### config.mk
export PLATFORM = sky130hd
export DESIGN_NAME = mem_cmd_sequencer
export DESIGN_NICKNAME = d
export VERILOG_FILES = /design/src/rtl/mem_cmd_sequencer_pkg.sv /design/src/rtl/mem_timeout_counter.sv /design/src/rtl/mem_cmd_sequencer.sv
export SDC_FILE = /design/constraint.sdc
export NUM_CORES = 1
export LEC_CHECK = 0
export ABC_AREA = 1
export ABC_CLOCK_PERIOD_IN_PS = 3900
export CAP_MARGIN = 20
export CORE_MARGIN = 4
export CORE_UTILIZATION = 30
export DETAILED_ROUTE_END_ITERATION = 16
export PLACE_DENSITY = 0.73
export SETUP_SLACK_MARGIN = 0.15
export SYNTH_ARGS = -nofsm -noshare
export SYNTH_HDL_FRONTEND = slang
export SYNTH_SLANG_ARGS = --single-unit
### constraint.sdc
create_clock -name clk -period 3.9 [get_ports clk]
set_input_delay 0.39 -clock clk [delete_from_list [all_inputs] [get_ports clk]]
set_output_delay 0.39 -clock clk [all_outputs]
set_load 0.05 [all_outputs]
### src/rtl/mem_cmd_sequencer_pkg.sv
// Shared definitions for the memory command sequencer: memory_unit func codes, widths, request ops, FSM states.
// Optional feature macro used by the sequencer: MEM_TIMEOUT_EN.
package mem_cmd_sequencer_pkg;

   localparam int MEMORY_ADDR_WIDTH = 10;
   localparam int MEMORY_DATA_WIDTH = 64;

   localparam logic [1:0] GET_CONTENTS = 2'd0;
   localparam logic [1:0] SET_CONTENTS = 2'd1;
   localparam logic [1:0] GET_FREE     = 2'd2;

   localparam logic [1:0] OP_READ  = 2'd0;
   localparam logic [1:0] OP_WRITE = 2'd1;
   localparam logic [1:0] OP_ALLOC = 2'd2;
   localparam logic [1:0] OP_RSVD  = 2'd3;

   typedef enum logic [2:0] {
      ST_IDLE      = 3'd0,
      ST_ISSUE     = 3'd1,
      ST_BLIND     = 3'd2,
      ST_WAIT_DONE = 3'd3,
      ST_RESP      = 3'd4
   } seq_state_t;

   // First memory command of each request; ALLOC switches to SET_CONTENTS for its second phase.
   function automatic logic [1:0] op_first_func(input logic [1:0] op);
      case (op)
         OP_WRITE: return SET_CONTENTS;
         OP_ALLOC: return GET_FREE;
         default:  return GET_CONTENTS;
      endcase
   endfunction

endpackage

### src/rtl/mem_timeout_counter.sv
// WAIT_DONE watchdog for mem_cmd_sequencer; only built when MEM_TIMEOUT_EN is defined.
// Counts cycles while run is high and flags the LIMIT-th consecutive cycle.
`ifdef MEM_TIMEOUT_EN
module mem_timeout_counter #(
   parameter int LIMIT = 255
) (
   input  logic clk,
   input  logic rst,
   input  logic run,
   output logic expired
);

   localparam int CW = $clog2(LIMIT + 1);

   logic [CW-1:0] count_q;

   // Held at zero outside the waiting state, so every entry starts a fresh count.
   always_ff @(posedge clk) begin
      if (rst || !run) count_q <= '0;
      else             count_q <= count_q + 1'b1;
   end

   assign expired = run && (count_q == CW'(LIMIT - 1));

endmodule
`endif

### src/rtl/mem_cmd_sequencer.sv
// Single-outstanding initiator for memory_unit: turns READ/WRITE/ALLOC requests into execute/is_ready sequences.
// Optional MEM_TIMEOUT_EN adds a WAIT_DONE watchdog (TIMEOUT_CYCLES) that ends a stuck command with rsp_err.
module mem_cmd_sequencer
   import mem_cmd_sequencer_pkg::*;
#(
   parameter int ADDR_W         = MEMORY_ADDR_WIDTH,
   parameter int DATA_W         = MEMORY_DATA_WIDTH,
   parameter int TIMEOUT_CYCLES = 255
) (
   input  logic              clk,
   input  logic              rst,
   // Request channel: transfer on a posedge with req_valid && req_ready; the response is a
   // single-cycle rsp_valid pulse with no backpressure, and at most one request is in flight.
   input  logic              req_valid,
   output logic              req_ready,
   input  logic [1:0]        req_op,
   input  logic [ADDR_W-1:0] req_addr,
   input  logic [DATA_W-1:0] req_wdata,
   output logic              rsp_valid,
   output logic [DATA_W-1:0] rsp_data,
   output logic [ADDR_W-1:0] rsp_addr,
   output logic              rsp_err,
   output logic [1:0]        mem_func,
   output logic              mem_execute,
   output logic [ADDR_W-1:0] mem_address,
   output logic [DATA_W-1:0] mem_write_data,
   input  logic              mem_is_ready,
   input  logic [DATA_W-1:0] mem_read_data,
   input  logic [ADDR_W-1:0] mem_free_addr,
   output logic [2:0]        dbg_state
);

   seq_state_t        state_q, state_d;
   logic [1:0]        op_q, op_d;
   logic              phase_q, phase_d;
   logic [ADDR_W-1:0] addr_q, addr_d;
   logic [DATA_W-1:0] wdata_q, wdata_d;
   logic [DATA_W-1:0] data_q, data_d;
   logic              err_q, err_d;
   logic [1:0]        func_q, func_d;
   logic              timeout_hit;

`ifdef MEM_TIMEOUT_EN
   mem_timeout_counter #(
      .LIMIT (TIMEOUT_CYCLES)
   ) u_timeout (
      .clk     (clk),
      .rst     (rst),
      .run     (state_q == ST_WAIT_DONE),
      .expired (timeout_hit)
   );
`else
   logic unused_timeout_cfg;
   assign unused_timeout_cfg = (TIMEOUT_CYCLES != 0);
   assign timeout_hit        = 1'b0;
`endif

   // After a reset the memory may still be finishing a command, so acceptance waits on is_ready.
   assign req_ready      = (state_q == ST_IDLE) && mem_is_ready && !rst;
   assign mem_execute    = (state_q == ST_ISSUE) && !rst;
   assign mem_func       = func_q;
   assign mem_address    = addr_q;
   assign mem_write_data = wdata_q;
   assign rsp_valid      = (state_q == ST_RESP);
   assign rsp_data       = rsp_valid ? data_q : '0;
   assign rsp_addr       = rsp_valid ? addr_q : '0;
   assign rsp_err        = rsp_valid && err_q;
   assign dbg_state      = state_q;

   always_comb begin
      state_d = state_q;
      op_d    = op_q;
      phase_d = phase_q;
      addr_d  = addr_q;
      wdata_d = wdata_q;
      data_d  = data_q;
      err_d   = err_q;
      func_d  = func_q;
      case (state_q)
         ST_IDLE: begin
            if (req_valid && req_ready) begin
               op_d    = req_op;
               wdata_d = req_wdata;
               data_d  = '0;
               err_d   = 1'b0;
               phase_d = 1'b0;
               func_d  = op_first_func(req_op);
               addr_d  = (req_op == OP_READ || req_op == OP_WRITE) ? req_addr : '0;
               if (req_op == OP_RSVD) begin
                  err_d   = 1'b1;
                  state_d = ST_RESP;
               end else begin
                  state_d = ST_ISSUE;
               end
            end
         end
         ST_ISSUE: state_d = ST_BLIND;
         // memory_unit's is_ready is not yet valid in the cycle after execute.
         ST_BLIND: state_d = ST_WAIT_DONE;
         ST_WAIT_DONE: begin
            if (mem_is_ready) begin
               state_d = ST_RESP;
               if (op_q == OP_READ) begin
                  data_d = mem_read_data;
               end else if (op_q == OP_ALLOC && !phase_q) begin
                  addr_d = mem_free_addr;
                  if (mem_free_addr == '0) begin
                     err_d = 1'b1;
                  end else begin
                     phase_d = 1'b1;
                     func_d  = SET_CONTENTS;
                     state_d = ST_ISSUE;
                  end
               end
            end else if (timeout_hit) begin
               err_d   = 1'b1;
               data_d  = '0;
               state_d = ST_RESP;
            end
         end
         ST_RESP: state_d = ST_IDLE;
         default: state_d = ST_IDLE;
      endcase
   end

   always_ff @(posedge clk) begin
      if (rst) begin
         state_q <= ST_IDLE;
         op_q    <= OP_READ;
         phase_q <= 1'b0;
         addr_q  <= '0;
         wdata_q <= '0;
         data_q  <= '0;
         err_q   <= 1'b0;
         func_q  <= GET_CONTENTS;
      end else begin
         state_q <= state_d;
         op_q    <= op_d;
         phase_q <= phase_d;
         addr_q  <= addr_d;
         wdata_q <= wdata_d;
         data_q  <= data_d;
         err_q   <= err_d;
         func_q  <= func_d;
      end
   end

endmodule

# Yosys cells after proc, flatten, opt, wreduce, memory -nomap -nowiden
# Cells that the tools add are included.
# word_totals
reg_bits,147
input_bits,154
out_inout_bits,157
wordCells,82
# op_classes
n_eq_ne,15
n_mux,39
reduce_logical,20
# op_table
op,count
$mux 64,4
$pmux 64 s2,1
$mux 10,6
$pmux 10 s2,1
$mux 3,6
$ne 2x2->1 const B,6
$pmux 3 s4,1
$reduce_and 6->1,2
$mux 1,11
$logic_not 10->1,1
$mux 2,5
$pmux 2 s2,2
$eq 2x2->1 const B,3
$eq 3x2->1 const B,2
$logic_and 1x1->1,6
$reduce_and 5->1,1
$logic_not 2->1,2
$pmux 1 s2,2
$reduce_and 2->1,2
$reduce_and 4->1,1
$eq 3x1->1 const B,1
$eq 3x3->1 const B,1
$logic_not 3->1,1
$eq 2x1->1 const B,1
other kinds (4),5

# Depth between registers and ports, before layout
# Gate-level depths: netlist of run 1.
# logic_depth
depth_word,6
ltp_mapped,10
mapped_depth_nobuf,9

# Worst setup path before layout of run 1
# Ideal clock, no wire load.
# synth_path
path_kind,register -> output
from,"reg state_q[2], in the netlist dbg_state[2]"
to,out rsp_addr[0]
arrival_ps,2802
required_time_ps,3510
path_slack_ps,708
stages_incl_launch_ff,7
path_buffers,2
cell_sequence,dfxtp_1 inv_2 nor2_1 inv_1 clkbuf_1 buf_1 nor2_1
# synth_between
elab_chain_len,2
# synth_rtl
item,line_no,rtl
"start, declared",mem_cmd_sequencer.sv:33,"seq_state_t state_q, state_d;"
"start signal, assigned",mem_cmd_sequencer.sv:137,state_q <= state_d;
$eq 3x3->1,mem_cmd_sequencer.sv:64,assign rsp_valid = (state_q == ST_RESP);
named net rsp_valid,mem_cmd_sequencer.sv:19,"output logic rsp_valid,"
$mux 10,mem_cmd_sequencer.sv:66,assign rsp_addr = rsp_valid ? addr_q : '0;
"end, declared",mem_cmd_sequencer.sv:21,"output logic [ADDR_W-1:0] rsp_addr,"
# The timed path passes the listed nets, and every way through them passes these cells.

# Worst setup path in the final report of run 1
# layout_path
from,"reg state_q[1], in the netlist dbg_state[1]"
to,out rsp_data[36]
# layout_between
elab_chain_len,2
# layout_rtl
item,line_no,rtl
$eq 3x3->1,mem_cmd_sequencer.sv:64,
$mux 64,mem_cmd_sequencer.sv:65,assign rsp_data = rsp_valid ? data_q : '0;
"end, declared",mem_cmd_sequencer.sv:20,"output logic [DATA_W-1:0] rsp_data,"
# No other way between the ends.

==> results of run 1 <==
-- final timing paths --
check                                                from                endpoint  slack (ns)  cells past startpoint
worst max-delay path            dbg_state[1]$_SDFFE_PP0P_            rsp_data[36]        0.60                      7
worst min-delay path                 phase_q$_SDFFE_PP0P_    phase_q$_SDFFE_PP0P_        0.46                      2
worst max register to register  dbg_state[1]$_SDFFE_PP0P_  data_q[6]$_SDFFE_PP0P_        0.91                      9
worst min register to register       phase_q$_SDFFE_PP0P_    phase_q$_SDFFE_PP0P_        0.46                      2
-- worst max-delay path, stage by stage, from the launching register on --
cell	delay (ns)
dfxtp_1	0.43
inv_2	0.09
nand2_1	0.07
nor2_1	0.06
inv_2	0.53
buf_4	0.47
nor2_1	0.10
clkdlybuf4s50_1	0.72
-- sequential cells by signal (all words and copies together) (netlist names) --
register and cells:
data_q 64, mem_func 2, mem_address 10, phase_q 1, mem_write_data 64, err_q 1
dbg_state 3, op_q 2
-- layout by cell type, fill, tap and decap left out, types with 3 or more instances in the layout --
master	count
clkdlybuf4s50_1	309
nor2_1	224
dfxtp_1	147
nand2_1	103
inv_1	91
o21ai_0	72
a21oi_1	70
nand3_2	60
nand3_1	30
clkbuf_16	17
a21oi_2	10
buf_4	7
inv_2	6
o21ai_1	6
bufinv_16	6
clkinv_4	5
nand2_2	3
nand4_1	3
-- report_power, final --
group	switching [uW]	total, uW	internal (uW)
registers	98.1	1740	1650
clock network	677	1880	1200
logic	1610	2260	650
-- per-stage QoR --
step / setup WS (ns) / hold WS [ns] / power [uW]
after floorplan: 0.7083 / 0.4346 / 3542
after global placement: 0.8316 / 0.4503 / 4066
after detailed placement: 0.8551 / 0.4509 / 4070
after CTS: 0.5697 / 0.4599 / 5978
after global routing: 0.3564 / 0.4834 / 6197
final: 0.6036 / 0.4564 / 5884
-- cell usage after synthesis, drive strengths merged --
master / instances / area [um^2]
a21oi: 80 / 437.9
a31oi: 1 / 6.260
buf: 39 / 270.3
clkbuf: 25 / 93.84
clkinv: 2 / 13.76
dfxtp: 147 / 2943
inv: 97 / 364.1
nand2: 108 / 425.4
nand3: 91 / 768.2
nand3b: 1 / 7.510
nand4: 3 / 18.77
nor2: 227 / 878.3
o21ai: 80 / 407.9
o22ai: 1 / 6.260
-- cell type report --
cell class	instances	area, um^2
Inverter	99	377.9
Sequential cell	147	2943
Clock inverter	12	231.5
Clock buffer	18	429.2
Multi-Input combinational cell	592	2959
Fill cell	2167	11380
Tap cell	280	350.3
Timing Repair Buffer	317	3151
-- metal layers --
metal | global-route usage | part of all wire | routed length (um)
met5 | 0 | 0 | 0
met1 | 0.2026 | 0.41 | 9080
met2 | 0.3050 | 0.48 | 10710
met4 | 0.05083 | 0.016 | 361
met3 | 0.06997 | 0.096 | 2141
-- cell families after synthesis --
logic type,share of synthesized area
DFF,0.4431
and+or+nand+nor,0.3159
buffers and inverters,0.1117
AOI/OAI and AO/OA,0.1292
==> results.py, run 1 <==
metrics = {
    "outcome": {
        "status": "complete, no violations",
    },
    "floorplan": {
        "fp.coreArea_um2": 21820,
        "die_w_um": 156.8,
        "die_area_um2": 24580,
        "start_util": 0.3043,
        "fp.dieH_um": 156.8,
        "pin_count": 311,
        "fp-row-count": 54,
    },
    "timing": {
        "skew_ns": 0.007036,
        "drv_slew": 0,
        "post-route-period-util": 0.8452,
        "max_clock_freq_ghz": 0.3034,
        "tightest_slew_ns": 0.9231,
        "slew-limit-headroom": 0.3846,
        "min_period_ns": 3.296,
        "finalHoldViolCount": 0,
        "rsz0062_at_grt": "false",
        "finalSetupViolations": 0,
        "tns_ns": 0,
    },
    "routing": {
        "wl_per_cell_um": 15.22,
        "postRouteAntennaNets": 0,
        "drc_errors": 0,
        "via_per_inst": 4.571,
        "dr.pass1.iters": 6,
        "drt_iter0_drc": 418,
        "wl_mm": 22.30,
        "vias": 6696,
    },
    "setup_path": {
        "end_kind": "output port",
        "cp.arrival_ns": 2.91,
        "critPathKind": "reg -> out",
        "start_kind": "flop",
        "crit_fanout": 39,
        "worstPathRequired_ns": 3.51,
    },
    "logic_synthesis": {
        "ys_warn_count": 0,
        "yosysUniqueCellTypes": 31,
        "syn-mean-instance-area_um2": 7.363,
        "syn-cell-area_um2": 6641,
        "synth-seq-cells": 147,
        "syn_inst": 902,
        "syn_nets": 1056,
        "yosysSeqAreaShare": 0.4431,
    },
    "power": {
        "power.density_nw_per_um2": 563.6,
        "p_leak_uw": 0.003437,
        "ir_drop_mv": 0.4227,
    },
    "grt": {
        "grt_max_degree": 78,
        "grt_usage": 0.1767,
        "antenna_found_initial": 0,
        "grt_pass1_wl_mm": 34.36,
        "first_global_vias": 6484,
        "overflow": 0,
    },
    "cells_and_area": {
        "design_area_um2": 10440,
        "final_util": 0.4784,
        "finalNonFillerCells": 1465,
        "diodes": 0,
        "syn_to_final_growth_pct": 57.22,
        "fin_nets": 1328,
        "drive_gt1_frac": 0.1063,
    },
    "clock_network": {
        "clock_latency_ns": 0.41,
        "cts_tree": "yes",
        "clock_sinks": 147,
        "post_cts_resized": 0,
        "root_buffer": "clkbuf_16",
        "ctsHoldBuffers": 0,
        "post_cts_buffers": 0,
        "htree_levels": 4,
        "clk_pin_slew_ns": 0.06,
        "cts-buffers-inserted": 17,
        "cts_max_path_buffers": 2,
    },
    "place": {
        "numPlacedInstances": 1435,
        "gp_congestion": 0.7848,
        "dp.final_hpwl_mm": 16.05,
        "place_area_um2": 9781,
        "portBuffers": 310,
    },
    "worst_hold_path": {
        "hold_class": "reg -> reg",
    },
    "run": {
        "max_cap_viol_count": 0,
    },
}
Power figures use the tool's default switching activity.
==> run 2, diff against run 1 <==
- ABC_CLOCK_PERIOD_IN_PS: 3900 -> 3000
- PLACE_DENSITY: 0.73 -> 0.75
- clock period: 3.9 -> 3 ns (I/O delays scaled with it)
==> run 2 against run 1 <==
  * Cell count is 0.68% higher
  * Count of clock-buffer cells in the layout is 1 higher
  * Clock skew is 0.0063 ns higher
  * Design area is 0.67% higher
  * Non-clock buffer count is 8 higher
  * Power is 25% higher
  * Die area stayed put
  * Register-to-register slack worse by 0.14 ns
==> results.py, run 2 (same netlist as run 1, synthesis figures left out) <==
metrics = {
    "cells_and_area": {
        "final_common_cell": "clkdlybuf4s50_1",
        "multi_input_area_um2": 2962,
        "final_util": 0.4817,
        "fin_nets": 1336,
        "fill_cells": 2141,
        "final_cell_mix": "272 x clkdlybuf4s50_1, 223 x nor2_1, 147 x dfxtp_1, 103 x nand2_1, 91 x inv_1",
        "drive_gt1_frac": 0.1138,
        "syn_to_final_growth_pct": 58.27,
        "ff_latch_area_um2": 2943,
        "diodes": 0,
    },
    "clock_network": {
        "clk_pin_slew_ns": 0.07,
        "cts-buffers-inserted": 17,
        "root_buffer": "clkbuf_16",
        "clock_latency_ns": 0.42,
        "htree_levels": 4,
        "cts_tree": "yes",
        "clock_sinks": 147,
        "ctsHoldBuffers": 0,
        "cts_max_path_buffers": 2,
    },
    "floorplan": {
        "pin_count": 311,
        "die_area_um2": 24580,
        "fp-row-count": 54,
        "start_util": 0.3043,
        "die_w_um": 156.8,
        "fp.coreArea_um2": 21820,
        "fp.dieH_um": 156.8,
    },
    "power": {
        "ir_drop_mv": 0.5191,
        "power.density_nw_per_um2": 700.3,
        "p_leak_uw": 0.004120,
        "fin_total_pwr_uw": 7361,
    },
    "timing": {
        "tns_ns": 0,
        "finalHoldViolCount": 0,
        "slew-limit-headroom": 0.3914,
        "min_period_ns": 2.708,
        "rsz0062_at_grt": "false",
        "post-route-period-util": 0.9027,
        "finalSetupViolations": 0,
        "tightest_slew_ns": 0.9130,
        "max_clock_freq_ghz": 0.3692,
        "drv_slew": 0,
        "skew_ns": 0.01333,
    },
    "grt": {
        "overflow": 0,
        "antenna_found_initial": 0,
        "first_global_vias": 6467,
        "grt_pass1_wl_mm": 33.78,
        "grt_usage": 0.1739,
        "grt_max_degree": 77,
    },
    "setup_path": {
        "critPathKind": "reg -> out",
        "end_kind": "output port",
        "start_kind": "flop",
        "crit_fanout": 27,
        "worstPathRequired_ns": 2.70,
        "cp.arrival_ns": 2.41,
    },
    "worst_hold_path": {
        "hold_class": "reg -> reg",
    },
    "routing": {
        "wl_mm": 22.21,
        "drc_errors": 0,
        "wl_per_cell_um": 15.06,
        "via_per_inst": 4.569,
        "drt_iter0_drc": 304,
        "postRouteAntennaNets": 0,
        "dr.pass1.iters": 5,
        "vias": 6740,
    },
    "place": {
        "dp.final_hpwl_mm": 16.32,
        "gp_congestion": 0.8666,
        "portBuffers": 310,
    },
    "outcome": {
        "status": "complete, no violations",
    },
    "run": {
        "max_cap_viol_count": 0,
    },
}
-- run 2: timing repair --
action,CTS,global route
setup buffers,0,0
gates cloned,0,0
setup endpoints to repair,37,37
resized for setup,1,37
-- run 2: worst max-delay path: stages (launching register included) --
cell,delay (ns)
dfxtp_1,0.41
inv_2,0.11
nor2_2,0.19
inv_4,0.16
buf_4,0.22
nor2_1,0.10
clkdlybuf4s50_1,0.81
-- run 2: cell type report --
class | instances | share of cell area
clock inverters | 13 | 0.01214
repair buffers | 325 | 0.3154
inverters | 99 | 0.03619
clock buffers | 19 | 0.04119
multi-input cells | 592 | 0.2818
well taps | 280 | 0.03333
flip-flops and latches | 147 | 0.2800
-- run 2: where the power goes --
part / switching (uW) / leakage (uW) / internal (uW) / total, uW
Combinational: 2130 / 0.00266 / 904 / 3040
Sequential: 127 / 0.00119 / 2140 / 2270
Clock: 897 / 0.000264 / 1160 / 2060
-- run 2: final timing paths --
check	end	depth (start not counted)	from	slack [ns]
max reg2reg	data_q[62]$_SDFFE_PP0P_	6	dbg_state[1]$_SDFFE_PP0P_	0.77
min reg2reg	data_q[41]$_SDFFE_PP0P_	2	data_q[41]$_SDFFE_PP0P_	0.46
max	rsp_data[43]	6	dbg_state[2]$_SDFFE_PP0P_	0.29
min	data_q[41]$_SDFFE_PP0P_	2	data_q[41]$_SDFFE_PP0P_	0.46
-- run 2: metal layers --
metal | global-route usage | up-vias | wire length, um
li1 | - | 3400 | -
met3 | 0.07965 | 27 | 2476
met4 | 0.05620 | 0 | 512
met5 | 0 | - | 0
met1 | 0.2032 | 3041 | 8953
met2 | 0.2845 | 272 | 10260
-- run 2: per-stage QoR --
stage / setup WS (ns) / area [um^2] / hold WS, ns / instances
after global routing: 0.1058 / 10510 / 0.4524 / 1475
after floorplan: 0.1566 / 6644 / 0.4346 / 902
after detailed placement: 0.5398 / 9856 / 0.4551 / 1443
final: 0.2918 / 10510 / 0.4646 / 1475
after CTS: 0.2227 / 10420 / 0.4449 / 1475
after global placement: 0.6097 / 9856 / 0.4528 / 1443
==> run 3, diff against run 2 <==
- GPL_TIMING_DRIVEN: unset -> 0
==> run 3 against run 2 <==
  * Clock skew grew 0.0072 ns
  * Combinational power grew 11%
  * Power grew 4.6%
  * Hold slack lost 0.0074 ns
  * Setup slack gained 0.035 ns
  * Maximum frequency grew 1.3%
  * Largest cell class unchanged
  * Count of clock-buffer cells in the layout is the same
  * Design area grew 1.2%
  * Critical endpoint is now rsp_data[56]
  * Wire length grew 8.8%
  * Sequential share of layout area shrank 0.32 points
  * Die area is the same
==> results.py, run 3 (same netlist as run 1, synthesis figures left out) <==
metrics = {
    "outcome": {
        "status": "complete, no violations",
    },
    "clock_network": {
        "htree_levels": 4,
        "clk_pin_slew_ns": 0.06,
        "root_buffer": "clkbuf_16",
        "clock_latency_ns": 0.42,
        "clock_sinks": 147,
        "post_cts_buffers": 0,
        "cts-buffers-inserted": 17,
        "cts_max_path_buffers": 2,
        "cts_tree": "yes",
    },
    "timing": {
        "finalHoldViolCount": 0,
        "hold_slack_ns": 0.4572,
        "min_period_ns": 2.673,
        "slew-limit-headroom": 0.4428,
        "setup_slack_ns": 0.3271,
        "drv_slew": 0,
        "max_clock_freq_ghz": 0.3741,
        "post-route-period-util": 0.8910,
        "tightest_slew_ns": 0.8358,
        "skew_ns": 0.02051,
        "rsz0062_at_grt": "false",
        "finalSetupViolations": 0,
    },
    "setup_path": {
        "crit_start": "dbg_state[2]$_SDFFE_PP0P_",
        "worstPathCellList": "inv_2, nor2_2, inv_1, clkbuf_2, buf_2, nor2_1, clkdlybuf4s15_2",
        "cpPeakStageDelay_ns": 0.44,
        "cpMaxStageDelayCell": "dfxtp_1",
        "crit_fanout": 10,
        "end_kind": "output port",
        "critPathCapture": "rsp_data[56]",
        "ff2ff_setup_slack_ns": 1.17,
        "crit_family": "buffers and inverters",
        "reg2reg_from": "dbg_state[2]$_SDFFE_PP0P_",
        "reg2reg_to": "data_q[49]$_SDFFE_PP0P_",
        "start_kind": "flop",
        "critPathKind": "reg -> out",
        "cp.arrival_ns": 2.37,
        "worstPathRequired_ns": 2.70,
        "r2r_cells": 10,
        "cp_num_cells": 7,
        "critPathBufInv": 5,
    },
    "floorplan": {
        "fp-row-count": 54,
        "start_util": 0.3043,
        "die_area_um2": 24580,
        "die_w_um": 156.8,
        "fp.coreArea_um2": 21820,
        "fp.dieH_um": 156.8,
        "pin_count": 311,
    },
    "power": {
        "power.density_nw_per_um2": 724.0,
        "seq_power_share": 0.295,
        "p_leak_uw": 0.003797,
        "power_frac_clock": 0.267,
        "intPower_uw": 4427,
        "p_sw_frac": 0.4249,
        "ir_drop_mv": 0.3736,
        "power.switching_uw": 3271,
        "power.share.combinational": 0.437,
    },
    "run": {
        "max_cap_viol_count": 0,
    },
    "routing": {
        "postRouteAntennaNets": 0,
        "dr.pass1.iters": 4,
        "drt_iter0_drc": 333,
        "drc_errors": 0,
        "vias": 6991,
        "wl_per_cell_um": 15.86,
        "via_per_inst": 4.590,
        "wl_mm": 24.16,
    },
    "grt": {
        "grt_pass1_wl_mm": 36.54,
        "overflow": 0,
        "grt_max_degree": 17,
        "first_global_vias": 6919,
        "antenna_found_initial": 0,
        "grt_usage": 0.1916,
    },
    "cells_and_area": {
        "final_cell_mix": "234 x clkdlybuf4s50_1, 223 x nor2_1, 147 x dfxtp_1, 104 x nand2_1, 93 x inv_1",
        "finalNonFillerCells": 1523,
        "diodes": 0,
        "drive_gt1_frac": 0.1673,
        "syn_to_final_growth_pct": 60.10,
        "final_common_cell": "clkdlybuf4s50_1",
        "fin_nets": 1384,
    },
    "place": {
        "dp.final_hpwl_mm": 18.91,
        "gp_congestion": 0.8931,
        "numPlacedInstances": 1491,
        "place_ws_ns": -0.1568,
        "portBuffers": 309,
    },
    "worst_hold_path": {
        "hold_class": "in -> reg",
    },
}
## run 3: cell types whose count changed in the layout (fill, tap and decap cells not counted), moves of 12 or more
cell             delta
clkdlybuf4s50_1    -38
buf_4              -12
clkbuf_1           +21
dlygate4sd2_1      +21
clkdlybuf4s15_2    +34
dlymetal6s2s_1     -33
buf_2              +33
## run 3: per-layer routing
layer | part of all wire | up-vias | track usage
li1 | - | 3497 | -
met1 | 0.39 | 3180 | 0.2146
met2 | 0.48 | 280 | 0.3346
met3 | 0.10 | 34 | 0.06886
met4 | 0.024 | 0 | 0.06983
met5 | 0 | - | 0
## run 3: power groups by stage
stage,combinational (uW),sequential (uW),clock (uW)
after floorplan,1760,2850,0
after global placement,3360,2310,0
after detailed placement,3380,2320,0
after CTS,3400,2280,2110
after global routing,3650,2300,2190
final,3370,2270,2060
## run 3: timing repair
action | 4_1_cts | 5_1_grt
hold buffers | 0 | 0
pin swaps | 0 | 0
endpoints found under the setup margin | 71 | 46
resized for setup | 172 | 35
## run 3: area by class of cell
cell class,count,area (um^2)
fill,2192,11190
timing repair buffer,309,3059
multi-input combinational,592,2959
sequential,147,2943
clock buffer,19,452.9
inverter,99,377.9
buffer,64,374.1
tap,280,350.3
clock inverter,13,116.4
## run 3: worst reg2reg max path: cells and delay by family (launching register included)
| family | cells | cell delay, ns |
|---|---|---|
| buffers and inverters | 4 | 0.61 |
| AOI/OAI and AO/OA | 2 | 0.12 |
| DFF | 1 | 0.44 |
| and+or+nand+nor | 4 | 0.52 |
## run 3: worst min-delay path by stage
stage | from | slack (ns) | endpoint | cells past startpoint
detailed placement | phase_q$_SDFFE_PP0P_ | 0.45 | phase_q$_SDFFE_PP0P_ | 2
global route | mem_read_data[49] | 0.44 | data_q[49]$_SDFFE_PP0P_ | 3
CTS | mem_read_data[62] | 0.44 | data_q[62]$_SDFFE_PP0P_ | 3
finish | mem_read_data[62] | 0.46 | data_q[62]$_SDFFE_PP0P_ | 3
floorplan | phase_q$_SDFFE_PP0P_ | 0.43 | phase_q$_SDFFE_PP0P_ | 2
global placement | phase_q$_SDFFE_PP0P_ | 0.45 | phase_q$_SDFFE_PP0P_ | 2
## run 3: through the flow
stage / utilization / total power (uW) / instance area [um^2] / TNS, ns
after floorplan: - / 4607 / 6644 / 0
after global placement: 0.4622 / 5665 / 10090 / -0.2108
after detailed placement: 0.4622 / 5702 / 10090 / -0.5395
after CTS: 0.4900 / 7793 / 10690 / 0
after global routing: 0.4872 / 8134 / 10630 / 0
final: 0.4872 / 7698 / 10630 / 0
